[config.mk]
export PLATFORM = sky130hd
export DESIGN_NAME = key_repeater
export DESIGN_NICKNAME = d
export VERILOG_FILES = /design/src/rtl/input_pkg.sv /design/src/rtl/key_repeater.sv
export SDC_FILE = /design/constraint.sdc
export NUM_CORES = 1
export LEC_CHECK = 0
export CAP_MARGIN = 20
export CELL_PAD_IN_SITES_DETAIL_PLACEMENT = 1
export CELL_PAD_IN_SITES_GLOBAL_PLACEMENT = 2
export CORE_UTILIZATION = 34
export CTS_BUF_LIST = sky130_fd_sc_hd__clkbuf_4 sky130_fd_sc_hd__clkbuf_8
export DETAILED_ROUTE_END_ITERATION = 10
export PLACE_DENSITY = 0.74
export SETUP_SLACK_MARGIN = 0.4
export SLEW_MARGIN = 15
export SYNTH_ARGS = -nofsm -noshare
export SYNTH_HDL_FRONTEND = slang
export SYNTH_SLANG_ARGS = --single-unit
[constraint.sdc]
create_clock -name clock -period 2.03 [get_ports clock]
set_input_delay 0.5075 -clock clock [delete_from_list [all_inputs] [get_ports clock]]
set_output_delay 0.5075 -clock clock [all_outputs]
set_load 0.01 [all_outputs]
[src/rtl/input_pkg.sv]
// Shared types and timing defaults for the push-button input path.
// Every key_repeater instance pulls its defaults from here.
package input_pkg;

    typedef enum logic [1:0] {
        IDLE,
        HOLD,
        REPEAT
    } key_state_t;

    localparam int KEY_DELAY_CYCLES  = 16;
    localparam int KEY_REPEAT_CYCLES = 4;

    function automatic int max_int(input int a, input int b);
        return (a > b) ? a : b;
    endfunction

endpackage

[src/rtl/key_repeater.sv]
// Turns a debounced button level into press / release / auto-repeat strobes.
// All outputs are registered; the hold counter is cleared on every transition.
module key_repeater
    import input_pkg::*;
#(
    parameter int DELAY_CYCLES  = KEY_DELAY_CYCLES,
    parameter int REPEAT_CYCLES = KEY_REPEAT_CYCLES
) (
    input  logic clock,
    input  logic reset_n,
    input  logic in,
    output logic press_pulse,
    output logic release_pulse,
    output logic repeat_pulse,
    output logic key_event,
    output logic held
);

    localparam int CNT_BITS =
        $clog2(max_int(DELAY_CYCLES, REPEAT_CYCLES) + 1);

    localparam logic [CNT_BITS-1:0] DLY_LAST = CNT_BITS'(DELAY_CYCLES - 1);
    localparam logic [CNT_BITS-1:0] REP_LAST = CNT_BITS'(REPEAT_CYCLES - 1);

    if (DELAY_CYCLES < 2) begin : g_bad_delay
        $error("key_repeater: DELAY_CYCLES must be >= 2");
    end

    if (REPEAT_CYCLES < 1) begin : g_bad_repeat
        $error("key_repeater: REPEAT_CYCLES must be >= 1");
    end

    key_state_t          state_q, state_d;
    logic [CNT_BITS-1:0] cnt_q, cnt_d;

    logic press_q, press_d;
    logic release_q, release_d;
    logic repeat_q, repeat_d;
    logic key_q, key_d;
    logic held_q, held_d;

    logic dly_exp;
    logic rep_exp;

    assign dly_exp = (cnt_q == DLY_LAST);
    assign rep_exp = (cnt_q == REP_LAST);

    always_ff @(posedge clock) begin
        if (!reset_n) begin
            state_q   <= IDLE;
            cnt_q     <= '0;
            press_q   <= 1'b0;
            release_q <= 1'b0;
            repeat_q  <= 1'b0;
            key_q     <= 1'b0;
            held_q    <= 1'b0;
        end else begin
            state_q   <= state_d;
            cnt_q     <= cnt_d;
            press_q   <= press_d;
            release_q <= release_d;
            repeat_q  <= repeat_d;
            key_q     <= key_d;
            held_q    <= held_d;
        end
    end

    // Release always wins over a counter expiry on the same edge.
    always_comb begin
        state_d = state_q;
        cnt_d   = cnt_q;
        unique case (state_q)
            IDLE: begin
                if (in) begin
                    state_d = HOLD;
                    cnt_d   = '0;
                end
            end
            HOLD: begin
                if (!in) begin
                    state_d = IDLE;
                    cnt_d   = '0;
                end else if (dly_exp) begin
                    state_d = REPEAT;
                    cnt_d   = '0;
                end else begin
                    cnt_d = cnt_q + 1'b1;
                end
            end
            REPEAT: begin
                if (!in) begin
                    state_d = IDLE;
                    cnt_d   = '0;
                end else if (rep_exp) begin
                    cnt_d = '0;
                end else begin
                    cnt_d = cnt_q + 1'b1;
                end
            end
            default: begin
                state_d = IDLE;
                cnt_d   = '0;
            end
        endcase
    end

    always_comb begin
        press_d   = (state_q == IDLE) && in;
        release_d = ((state_q == HOLD) || (state_q == REPEAT)) && !in;
        repeat_d  = in && (((state_q == HOLD) && dly_exp) ||
                           ((state_q == REPEAT) && rep_exp));
        key_d     = press_d | repeat_d;
        held_d    = (state_d == REPEAT);
    end

    assign press_pulse   = press_q;
    assign release_pulse = release_q;
    assign repeat_pulse  = repeat_q;
    assign key_event     = key_q;
    assign held          = held_q;

endmodule
After elaboration in Yosys (flattened, before gate mapping)
Cells that the tools add are included.
- word-level logic and storage cells: 35
- bits in registers: 12
- muxes and demuxes: 11
- eq/ne operators: 6
- add/subtract/negate cells: 1
- bitwise gates (word level): 1
- reductions and logical operators: 9
- operators by type and width (operator ; number):
    two-way mux 5 bit ; 5
    case mux 5 bit (3 select lines) ; 1
    two-way mux 2 bit ; 4
    case mux 2 bit (3 select lines) ; 1
    adder 5 x 1 -> 5 bit (second input constant) ; 1
    equality test 5 x 2 -> 1 bit (second input constant) ; 1
    equality test 5 x 4 -> 1 bit (second input constant) ; 1
    logical AND 1 bit ; 5
    equality test 2 bit (second input constant) ; 2
    equality test 2 x 1 -> 1 bit (second input constant) ; 1
    logical NOT 2 bit ; 1
    logical OR 1 bit ; 2
    inequality test 2 bit (second input constant) ; 1
    logical NOT 1 bit ; 1
    OR 1 bit ; 1

Depth between registers and ports, before layout
Gate-level depths: netlist of run 1.
- depth after elaboration: 5
- mapped depth: 7
- mapped depth without buffers: 7

Worst setup path after synthesis of run 1
OpenSTA, ideal clock, no wires.
- path type: register to register
- start point: register cnt_q[0]
- end point: register cnt_q[3]
- setup time: 0.074 ns
- cell stages (with the launch flop): 7
- path buffers: 0
- path slack: 0.429 ns
- data required time: 1.956 ns
- arrival time: 1.527 ns
- path through: dfxtp_1 > ha_1 > and3_1 > ha_1 > o32ai_2 > nand3_1 > a31oi_1
- cells in the longest elaborated chain, start to end: 4
- elaborated cells on any way between the ends: 8
- RTL lines (element ; line ; source):
    start: declaration ; key_repeater.sv:34 ; logic [CNT_BITS-1:0] cnt_q, cnt_d;
    start signal: assignment ; key_repeater.sv:59 ; cnt_q <= cnt_d;
    adder 5 x 1 -> 5 bit, or another cell as far along ; key_repeater.sv:87, key_repeater.sv:97 ;
    two-way mux 5 bit, on equally long branches ; key_repeater.sv:94, key_repeater.sv:83 ;
    two-way mux 5 bit, on equally long branches ; key_repeater.sv:91, key_repeater.sv:80 ;
    case mux 5 bit (3 select lines) * ; key_repeater.sv:72 ; unique case (state_q)
Every way passes the cells marked *; elsewhere a longest branch is shown, timed or not.
A chain may end at the register's enable or synchronous reset.

Final worst setup path of run 1
Same ends and word-level chain as after synthesis.

==> results of run 1 <==
[final timing paths]
check	startpoint	end	cells after the start
setup / recovery	cnt_q[0]$_SDFFE_PN0P_	cnt_q[3]$_SDFFE_PN0P_	6
hold / removal	cnt_q[2]$_SDFFE_PN0P_	cnt_q[2]$_SDFFE_PN0P_	2
setup reg to reg	cnt_q[0]$_SDFFE_PN0P_	cnt_q[3]$_SDFFE_PN0P_	6
hold reg to reg	cnt_q[2]$_SDFFE_PN0P_	cnt_q[2]$_SDFFE_PN0P_	2
[cell usage in the layout (no fill, tap or decap), drive strengths merged, types with 2 or more instances in the layout]
| master | n |
|---|---|
| dfxtp | 12 |
| nand2 | 9 |
| ha | 7 |
| inv | 6 |
| dlygate4sd2 | 6 |
| clkbuf | 4 |
| nand3 | 3 |
| nor2b | 3 |
| buf | 3 |
| and3 | 3 |
| o21ai | 3 |
| nor2 | 2 |
| nand2b | 2 |
| a21oi | 2 |
[through the flow]
stage	worst slack [ns]	hold WS (ns)	util, %	total power, mW	cells
2_1_floorplan	0.429	0.492	-	0.279	69
3_3_place_gp	0.0562	0.538	42.1	0.296	100
3_5_place_dp	-0.0166	0.545	42.1	0.296	100
4_1_cts	0.413	0.526	45.7	0.491	104
5_1_grt	0.396	0.557	49.0	0.521	107
6_report	0.466	0.522	49.0	0.495	107
[power by group through the flow]
stage / registers, mW / clock network [mW] / logic, mW
3_5_place_dp: 0.250 / 0 / 0.0461
2_1_floorplan: 0.251 / 0 / 0.0283
5_1_grt: 0.244 / 0.219 / 0.0575
4_1_cts: 0.245 / 0.200 / 0.0456
6_report: 0.244 / 0.198 / 0.0526
3_3_place_gp: 0.250 / 0 / 0.0458
[flip-flops by register name (all words and copies together) (netlist names)]
name	count
release_pulse	1
state_q	2
cnt_q	5
press_pulse	1
repeat_pulse	1
key_event	1
held	1
[final cells by class]
class / count / area share [%]
multi-input combinational: 50 / 50.4
sequential: 12 / 29.1
timing repair buffer: 10 / 9.94
clock buffer: 4 / 4.24
tap: 25 / 3.65
inverter: 6 / 2.63
[repair_timing]
item | 4_1_cts | 5_1_grt
pin swaps | 1 | 6
buffers inserted | 0 | 3
gates resized for setup | 15 | 7
setup endpoints to repair | 12 | 5
hold buffers | 0 | 0
[critical path, cell delays in order, from the launching register on]
cell and delay (ns):
dfxtp_4 0.36, ha_4 0.16, and3_4 0.19, ha_4 0.17, o32ai_4 0.35, nand2_1 0.11, a31oi_1 0.16
[metal layers]
metal  global-route usage [%]  vias to the layer above  part of all wire [%]
met5                        0                        -                     0
met4                     9.09                        0                   1.5
met3                     5.95                        4                   2.5
met2                     23.1                       10                    48
met1                     20.9                      265                    47
li1                         -                      264                     -
[logic make-up after synthesis]
family / after synthesis / share of synthesized area [%]
and+or+nand+nor: 29 / 26.8
AOI/OAI and AO/OA: 13 / 15.5
DFF: 12 / 37.3
buffers and inverters: 7 / 5.24
adders and majority gates: 7 / 13.6
muxes: 1 / 1.55
==> metrics.yaml, run 1 <==
status: "completed"
ys_seq_area_share_pct: 37.3
netlist_area_um2: 644
fillers: 207
wl_per_cell_um: 13.4
drt-pass1-iter-count: 2
grt_pass1_vias: 488
ios: 8
grt_use_total_pct: 16.3
fp.dieH_um: 45.5
dp_hpwl_um: 996
portBuffers: 7
hold_class: "flop to flop"
cts_buffer_depth: 2
p_leak_nw: 0.337
totalNegativeSetupSlack_ns: 0
synthDominantCellAreaShare_pct: 37.3
yosysMostFrequentCell: "dfxtp_1"
layout-drive-gt1-share_pct: 26.8
overflow: 0
path_class: "flop to flop"
setup_violations: 0
routed_wl_mm: 1.44
grt_max_degree: 11
synth-main-ff-cell: "dfxtp_1"
routabilityCongestion: 0.699
diodes: 0
synthTopCellsByArea: "dfxtp_1 (37%), ha_1 (14%), nand2_1 (4.7%)"
fin_skew_ns: 0.00714
dieArea_um2: 2070
clkPwrFrac_pct: 40.1
fin_nets: 93
startpoint_type: "flop"
syn_nets: 79
drc: 0
yosysTopAreaCell: "dfxtp_1"
root_buffer: "clkbuf_4"
rrSetupSlack_ns: 0.47
p_sw_mw: 0.122
pwr_density_cell_nw_per_um2: 578
maxSlewHeadroom_pct: 75.5
crit_fanout: 5
fp.dieW_um: 45.5
clock_latency_ns: 0.28
netlist_instances: 69
required_ns: 2.24
synth-edff-count: 0
clock_sinks: 12
async_reset_ff_share_pct: 0
ys_ff_latch: 12
drv_cap: 0
seq_area_um2: 249
drtIter0Drc: 6
p_comb_share_pct: 10.6
ys_types: 30
areaGrowthSynthToFinish_pct: 32.8
num_vias: 543
h-tree-depth: 1
ir_drop_mv: 0.485
avgViaCountPerCell: 5.07
cp-end-kind: "flop"
hold_viol: 0
p_sw_share_pct: 24.7
place_area_um2: 734
finalInstanceArea_um2: 856
cts_tree: "done"
ys_warn_count: 0
antenna_found_initial: 0
postRouteAntennaNets: 0
clk_pin_slew_ns: 0.09
power.internal_mw: 0.372
seq_power_share_pct: 49.3
grt_setup_unrepaired: "true"
avgSynthCellArea_um2: 9.34
maxSlewViolCount: 0
rows: 15
cp.arrival_ns: 1.77
period_needed_ns: 1.56
maxClockFrequency_ghz: 0.639
synth_common_cells: "dfxtp_1 (12), nand2_1 (8), ha_1 (7), inv_1 (6)"
grt_pass1_wl_mm: 2.30
initial_core_util_pct: 36.9
coreArea_um2: 1750
cts_buffers: 3
multi_input_area_um2: 432
tightest_slew_ns: 0.367
fin_crit_sh_pct: 77.1
Note: power is estimated with default switching activity, not from simulation.
==> inputs of run 2 (changes only) <==
==> constraint.sdc (replaced) <==
create_clock -name clock -period 1.5 [get_ports clock]
set_input_delay 0.375 -clock clock [delete_from_list [all_inputs] [get_ports clock]]
set_output_delay 0.375 -clock clock [all_outputs]
set_load 0.01 [all_outputs]
==> run 2 against run 1 <==
Compared with the run above: final area up 16%; power up 42%; utilization up 8.0 points; sequential cell count unchanged; final cell count up 15%; die area unchanged; critical path type unchanged; largest power group unchanged; highest routed layer unchanged.
==> metrics.yaml, run 2 (synthesis gave the netlist of run 1 again) <==
final.setup.worst_slack_ns: 0.000407  # -0.465 ns
hold_viol: 0  # unchanged
cts_tree: "done"
fin_crit_sh_pct: 100  # +23 points
routabilityCongestion: 0.750  # +7.3%
root_buffer: "clkbuf_4"
drtIter0Drc: 4  # -2
layout-drive-gt1-share_pct: 49.0  # +22 points
avgViaCountPerCell: 4.72  # -7.1%
wl_per_cell_um: 13.3  # -1.1%
clk_pin_slew_ns: 0.08  # about the same
initial_core_util_pct: 36.9  # unchanged
portBuffers: 7  # unchanged
timing.hold.ws_ns: 0.552  # +0.0302 ns
cp.depth: 6  # unchanged
h-tree-depth: 1  # unchanged
maxClockFrequency_ghz: 0.667  # +4.3%
drc: 0  # unchanged
startpoint_type: "flop"
path_class: "flop to flop"
reg_top3: "cnt_q: 5 flops, state_q: 2 flops"
seq_area_um2: 243  # -2.5%
maxSlewViolCount: 0  # unchanged
ir_drop_mv: 0.512  # +5.6%
pre_cts_ws_ns: -0.307  # -0.291 ns
status: "completed"
cts_buffer_depth: 2  # unchanged
areaGrowthSynthToFinish_pct: 54.6
path_buf_inv: 0  # unchanged
drv_cap: 0  # unchanged
hold_buffers: 0  # unchanged
grt_pass1_wl_mm: 2.78  # +21%
hold_class: "flop to flop"
crit_path_end: "cnt_q[3]$_SDFFE_PN0P_"
ios: 8  # unchanged
grt_max_degree: 8  # -3
critical_path.max_stage_delay_ns: 0.35  # about the same
grt_pass1_vias: 596  # +22%
fin_nets: 109  # +17%
largest_register_ffs: 5  # unchanged
setup.worst_path.start: "cnt_q[1]$_SDFFE_PN0P_"
overflow: 0  # unchanged
dieArea_um2: 2070  # unchanged
tightest_slew_ns: 0.302  # -0.0657 ns
pwr_density_cell_nw_per_um2: 707  # +22%
maxSlewHeadroom_pct: 79.9  # +4.4 points
setup_violations: 0  # unchanged
required_ns: 1.71  # -0.53 ns
routed_wl_mm: 1.64  # +14%
period_needed_ns: 1.50  # -0.0645 ns
place_area_um2: 916  # +25%
finalInstanceArea_um2: 996  # +16%
fillers: 209  # +0.97%
cp_top_family: "compound AO/OA/AOI/OAI gates"
rows: 15  # unchanged
crit_fanout: 5  # unchanged
layout_commonest_cell: "buf_4"
crit_top_cell: "ha_4"
grt_use_total_pct: 20.0  # +3.8 points
num_vias: 580  # +6.8%
cts_buffers: 3  # unchanged
cp_slowest_cell: "dfxtp_2"
clock_latency_ns: 0.28  # about the same
r2r-end: "cnt_q[3]$_SDFFE_PN0P_"
fp.dieW_um: 45.5  # unchanged
clock_sinks: 12  # unchanged
rr_startpoint: "cnt_q[1]$_SDFFE_PN0P_"
dp_hpwl_mm: 1.24  # +25%
final_cell_mix: "buf_4 (19), dfxtp_1 (10), nand2_1 (6)"
totalNegativeSetupSlack_ns: 0  # unchanged
crit_chain: "ha_4, and3_4, ha_4, o32ai_4, nand2_1, a31oi_1"
coreArea_um2: 1750  # unchanged
rrSetupSlack_ns: 0.0004  # -0.47 ns
p_leak_nw: 0.431  # +28%
diodes: 0  # unchanged
drt-pass1-iter-count: 4  # +2
postRouteAntennaNets: 0  # unchanged
multi_input_area_um2: 475  # +10%
grt_setup_unrepaired: "true"
fin_skew_ns: 0.00300  # -0.00414 ns
cp.arrival_ns: 1.71  # -0.06 ns
antenna_found_initial: 0  # unchanged
cp-end-kind: "flop"
p_total_mw: 0.704  # +42%
fp.dieH_um: 45.5  # unchanged
r2r_cells: 6  # unchanged
largest_register: "cnt_q"
-- run 2: worst min path at each step --
| stage | start | end | slack, ns | depth (start not counted) |
|---|---|---|---|---|
| 4_1_cts | state_q[1]$_SDFF_PN0_ | state_q[1]$_SDFF_PN0_ | 0.56 | 2 |
| 5_1_grt | state_q[1]$_SDFF_PN0_ | state_q[1]$_SDFF_PN0_ | 0.57 | 2 |
| 6_report | state_q[1]$_SDFF_PN0_ | state_q[1]$_SDFF_PN0_ | 0.55 | 2 |
| 3_5_place_dp | state_q[1]$_SDFF_PN0_ | state_q[1]$_SDFF_PN0_ | 0.54 | 2 |
| 3_3_place_gp | state_q[1]$_SDFF_PN0_ | state_q[1]$_SDFF_PN0_ | 0.54 | 2 |
| 2_1_floorplan | reset_n | cnt_q[4]$_SDFFE_PN0P_ | 0.50 | 1 |
-- run 2: area by class of cell --
class                      count  share of cell area, %
timing repair buffer          26                   18.8
clock buffer                   4                   3.64
sequential                    12                   24.4
inverter                       6                   2.26
tap                           25                   3.14
multi-input combinational     50                   47.7
-- run 2: worst register-to-register path: cells and delay by family (launching register included) --
| family | cells | cell delay (ns) |
|---|---|---|
| AOI/OAI and AO/OA | 2 | 0.47 |
| adders and majority gates | 2 | 0.34 |
| DFF | 1 | 0.35 |
| and+or+nand+nor | 2 | 0.27 |
-- run 2: per-stage QoR --
step | utilization (%) | instances
6_report | 57.1 | 123
3_5_place_dp | 52.5 | 118
2_1_floorplan | - | 69
5_1_grt | 57.1 | 123
3_3_place_gp | 52.5 | 118
4_1_cts | 55.5 | 123
-- run 2: what timing repair did --
action	CTS	global route
cloned	0	0
resized for setup	26	5
buffers inserted	1	0
pin swaps	7	3
endpoints found under the setup margin	16	15
-- run 2: per-layer routing --
layer | vias to the layer above | GRT usage, % | part of all wire (%)
li1 | 297 | - | -
met1 | 266 | 27.1 | 51
met2 | 12 | 28.3 | 43
met3 | 5 | 5.95 | 3.3
met4 | 0 | 10.9 | 2.6
met5 | - | 0 | 0
-- run 2: where the power goes --
group | leakage, nW | total (mW) | switching, mW | internal (mW)
logic | 0.311 | 0.103 | 0.0491 | 0.0535
clock network | 0.0210 | 0.274 | 0.126 | 0.148
registers | 0.0985 | 0.328 | 0.00271 | 0.326
total | 0.431 | 0.704 | 0.178 | 0.527
==> inputs of run 3 (changes only) <==
--- a/config.mk
+++ b/config.mk
@@ -8,10 +8,12 @@
 export CAP_MARGIN = 20
 export CELL_PAD_IN_SITES_DETAIL_PLACEMENT = 1
 export CELL_PAD_IN_SITES_GLOBAL_PLACEMENT = 2
+export CORE_MARGIN = 4
 export CORE_UTILIZATION = 34
 export CTS_BUF_LIST = sky130_fd_sc_hd__clkbuf_4 sky130_fd_sc_hd__clkbuf_8
 export DETAILED_ROUTE_END_ITERATION = 10
 export PLACE_DENSITY = 0.74
+export REMOVE_ABC_BUFFERS = 1
 export SETUP_SLACK_MARGIN = 0.4
 export SLEW_MARGIN = 15
 export SYNTH_ARGS = -nofsm -noshare
==> run 3 against run 2 <==
Compared with the run above: the flow now finishes with violations (negative setup slack); power shrank 1.3%; die area grew 28%; hold slack lost 0.094 ns; via count grew 1.9%; global-route usage shrank 4.0 points; utilization grew 1.6 points; final area grew 3.9%; fmax shrank 2.2%; largest power group unchanged; sequential share of layout area shrank 0.55 points; final cell count grew 2.4%.
==> metrics.yaml, run 3 (synthesis gave the netlist of run 1 again) <==
setup_violations: 2  # +2
crit_chain: "ha_4, and3_4, ha_4, buf_6, nor2b_4, o21a_1, o21ai_2, and3_1"
layout_commonest_cell: "buf_4"
crit_top_cell: "ha_4"
root_buffer: "clkbuf_4"
dieArea_um2: 2660  # +28%
fp.dieH_um: 51.5  # +13%
num_vias: 591  # +1.9%
antenna_found_initial: 0  # unchanged
largest_register: "cnt_q"
status: "complete, but fails checks"
fin_nets: 112  # +2.8%
pwr_density_cell_nw_per_um2: 672  # -5.0%
grt_max_degree: 8  # unchanged
areaGrowthSynthToFinish_pct: 60.6
p_leak_nw: 0.459  # +6.6%
fin_util_pct: 58.7  # +1.6 points
startpoint_type: "flop"
cp_slowest_cell: "dfxtp_2"
drtIter0Drc: 7  # +3
coreArea_um2: 1760  # +1.1%
cts_buffers: 3  # unchanged
drv_cap: 0  # unchanged
layout-drive-gt1-share_pct: 58.4  # +9.4 points
clock_sinks: 12  # unchanged
final_cell_mix: "buf_4 (20), dfxtp_1 (7), nand2_1 (5), dfxtp_2 (5)"
grt_pass1_vias: 686  # +15%
dp_hpwl_mm: 1.32  # +6.1%
grt_setup_unrepaired: "true"
ios: 8  # unchanged
cp.arrival_ns: 1.76  # +0.05 ns
critical_path.max_stage_delay_ns: 0.36  # about the same
routed_wl_mm: 1.75  # +6.8%
portBuffers: 7  # unchanged
maxClockFrequency_ghz: 0.652  # -2.2%
tightest_slew_ns: 0.276  # -0.0256 ns
ir_drop_mv: 0.412  # -19%
fin_skew_ns: 0.00317  # +0.000167 ns
dp_cells: 120  # +1.7%
period_needed_ns: 1.53  # +0.0342 ns
overflow: 0  # unchanged
avgViaCountPerCell: 4.69  # -0.53%
required_ns: 1.72  # about the same
routabilityCongestion: 0.737  # -1.8%
initial_core_util_pct: 36.5  # -0.39 points
cp-end-kind: "flop"
maxSlewViolCount: 0  # unchanged
clock_latency_ns: 0.27  # about the same
crit_fanout: 2  # -3
cts_buffer_depth: 2  # unchanged
hold_viol: 0  # unchanged
hold_class: "primary input to flop"
path_class: "flop to flop"
fin_crit_sh_pct: 102  # +2.3 points
fp.dieW_um: 51.5  # +13%
largest_register_ffs: 5  # unchanged
rows: 15  # unchanged
drc: 0  # unchanged
hold_buffers: 0  # unchanged
postRouteAntennaNets: 0  # unchanged
grt_pass1_wl_mm: 3.17  # +14%
violations: "negative setup slack"
clk_pin_slew_ns: 0.09  # about the same
diodes: 0  # unchanged
cts_tree: "done"
stdcell_count: 126  # +2.4%
h-tree-depth: 1  # unchanged
drt-pass1-iter-count: 2  # -2
reg_top3: "cnt_q: 5 flops, state_q: 2 flops"
timing.hold.ws_ns: 0.459  # -0.0938 ns
final.setup.worst_slack_ns: -0.0338  # -0.0342 ns
pre_cts_ws_ns: -0.282  # +0.0257 ns
maxSlewHeadroom_pct: 81.5  # +1.6 points
wl_per_cell_um: 13.9  # +4.2%
grt_use_total_pct: 16.1  # -4.0 points
run 3: cell types whose count changed in the layout (fill, tap and decap cells not counted), sizes merged:
cell / previous run / this run
clkdlybuf4s50: 2 / 0
dlymetal6s2s: 0 / 1
buf: 24 / 27
dlygate4sd2: 0 / 1
run 3: power breakdown:
| part | switching [mW] | internal, mW |
|---|---|---|
| Sequential | 0.00350 | 0.326 |
| Clock | 0.120 | 0.148 |
| Combinational | 0.0481 | 0.0498 |
run 3: worst paths after layout:
check | from | to | slack [ns] | cells after the start
setup / recovery | cnt_q[1]$_SDFFE_PN0P_ | held$_SDFF_PN0_ | -0.03 | 8
hold / removal | reset_n | repeat_pulse$_SDFF_PN0_ | 0.46 | 3
setup reg to reg | cnt_q[1]$_SDFFE_PN0P_ | held$_SDFF_PN0_ | -0.03 | 8
hold reg to reg | state_q[1]$_SDFF_PN0_ | state_q[1]$_SDFF_PN0_ | 0.63 | 3
run 3: repair_timing:
action | 4_1_cts | 5_1_grt
cloned | 0 | 0
pin swaps | 11 | 6
gates resized for setup | 48 | 6
setup endpoints to repair | 15 | 16
buffers inserted | 1 | 1
run 3: cell type report:
cell class	instances	area [µm²]
flip-flops and latches	12	246
clock buffers	4	36.3
fillers	204	729
repair buffers	29	225
well taps	25	31.3
inverters	6	22.5
multi-input cells	50	473
run 3: critical path, delay by kind of cell, from the launching register on:
kind / cells / cell delay (ns)
fa+ha+maj: 2 / 0.28
flops: 1 / 0.36
buf+inv: 1 / 0.11
simple gates: 3 / 0.38
compound gates: 2 / 0.35
run 3: metrics by stage:
| step | setup TNS (ns) | instance area (µm²) | total power, mW |
|---|---|---|---|
| 2_1_floorplan | -0.278 | 633 | 0.372 |
| 3_3_place_gp | -1.07 | 885 | 0.421 |
| 3_5_place_dp | -1.43 | 885 | 0.424 |
| 4_1_cts | -0.0306 | 1010 | 0.692 |
| 5_1_grt | -0.536 | 1030 | 0.730 |
| 6_report | -0.0454 | 1030 | 0.695 |
run 3: routing by layer:
layer / track usage, % / wire length, µm / up-vias
li1: - / - / 303
met1: 20.4 / 805 / 283
met2: 27.5 / 908 / 5
met3: 2.58 / 32 / 0
met4: 5.24 / 0 / 0
met5: 0 / 0 / -
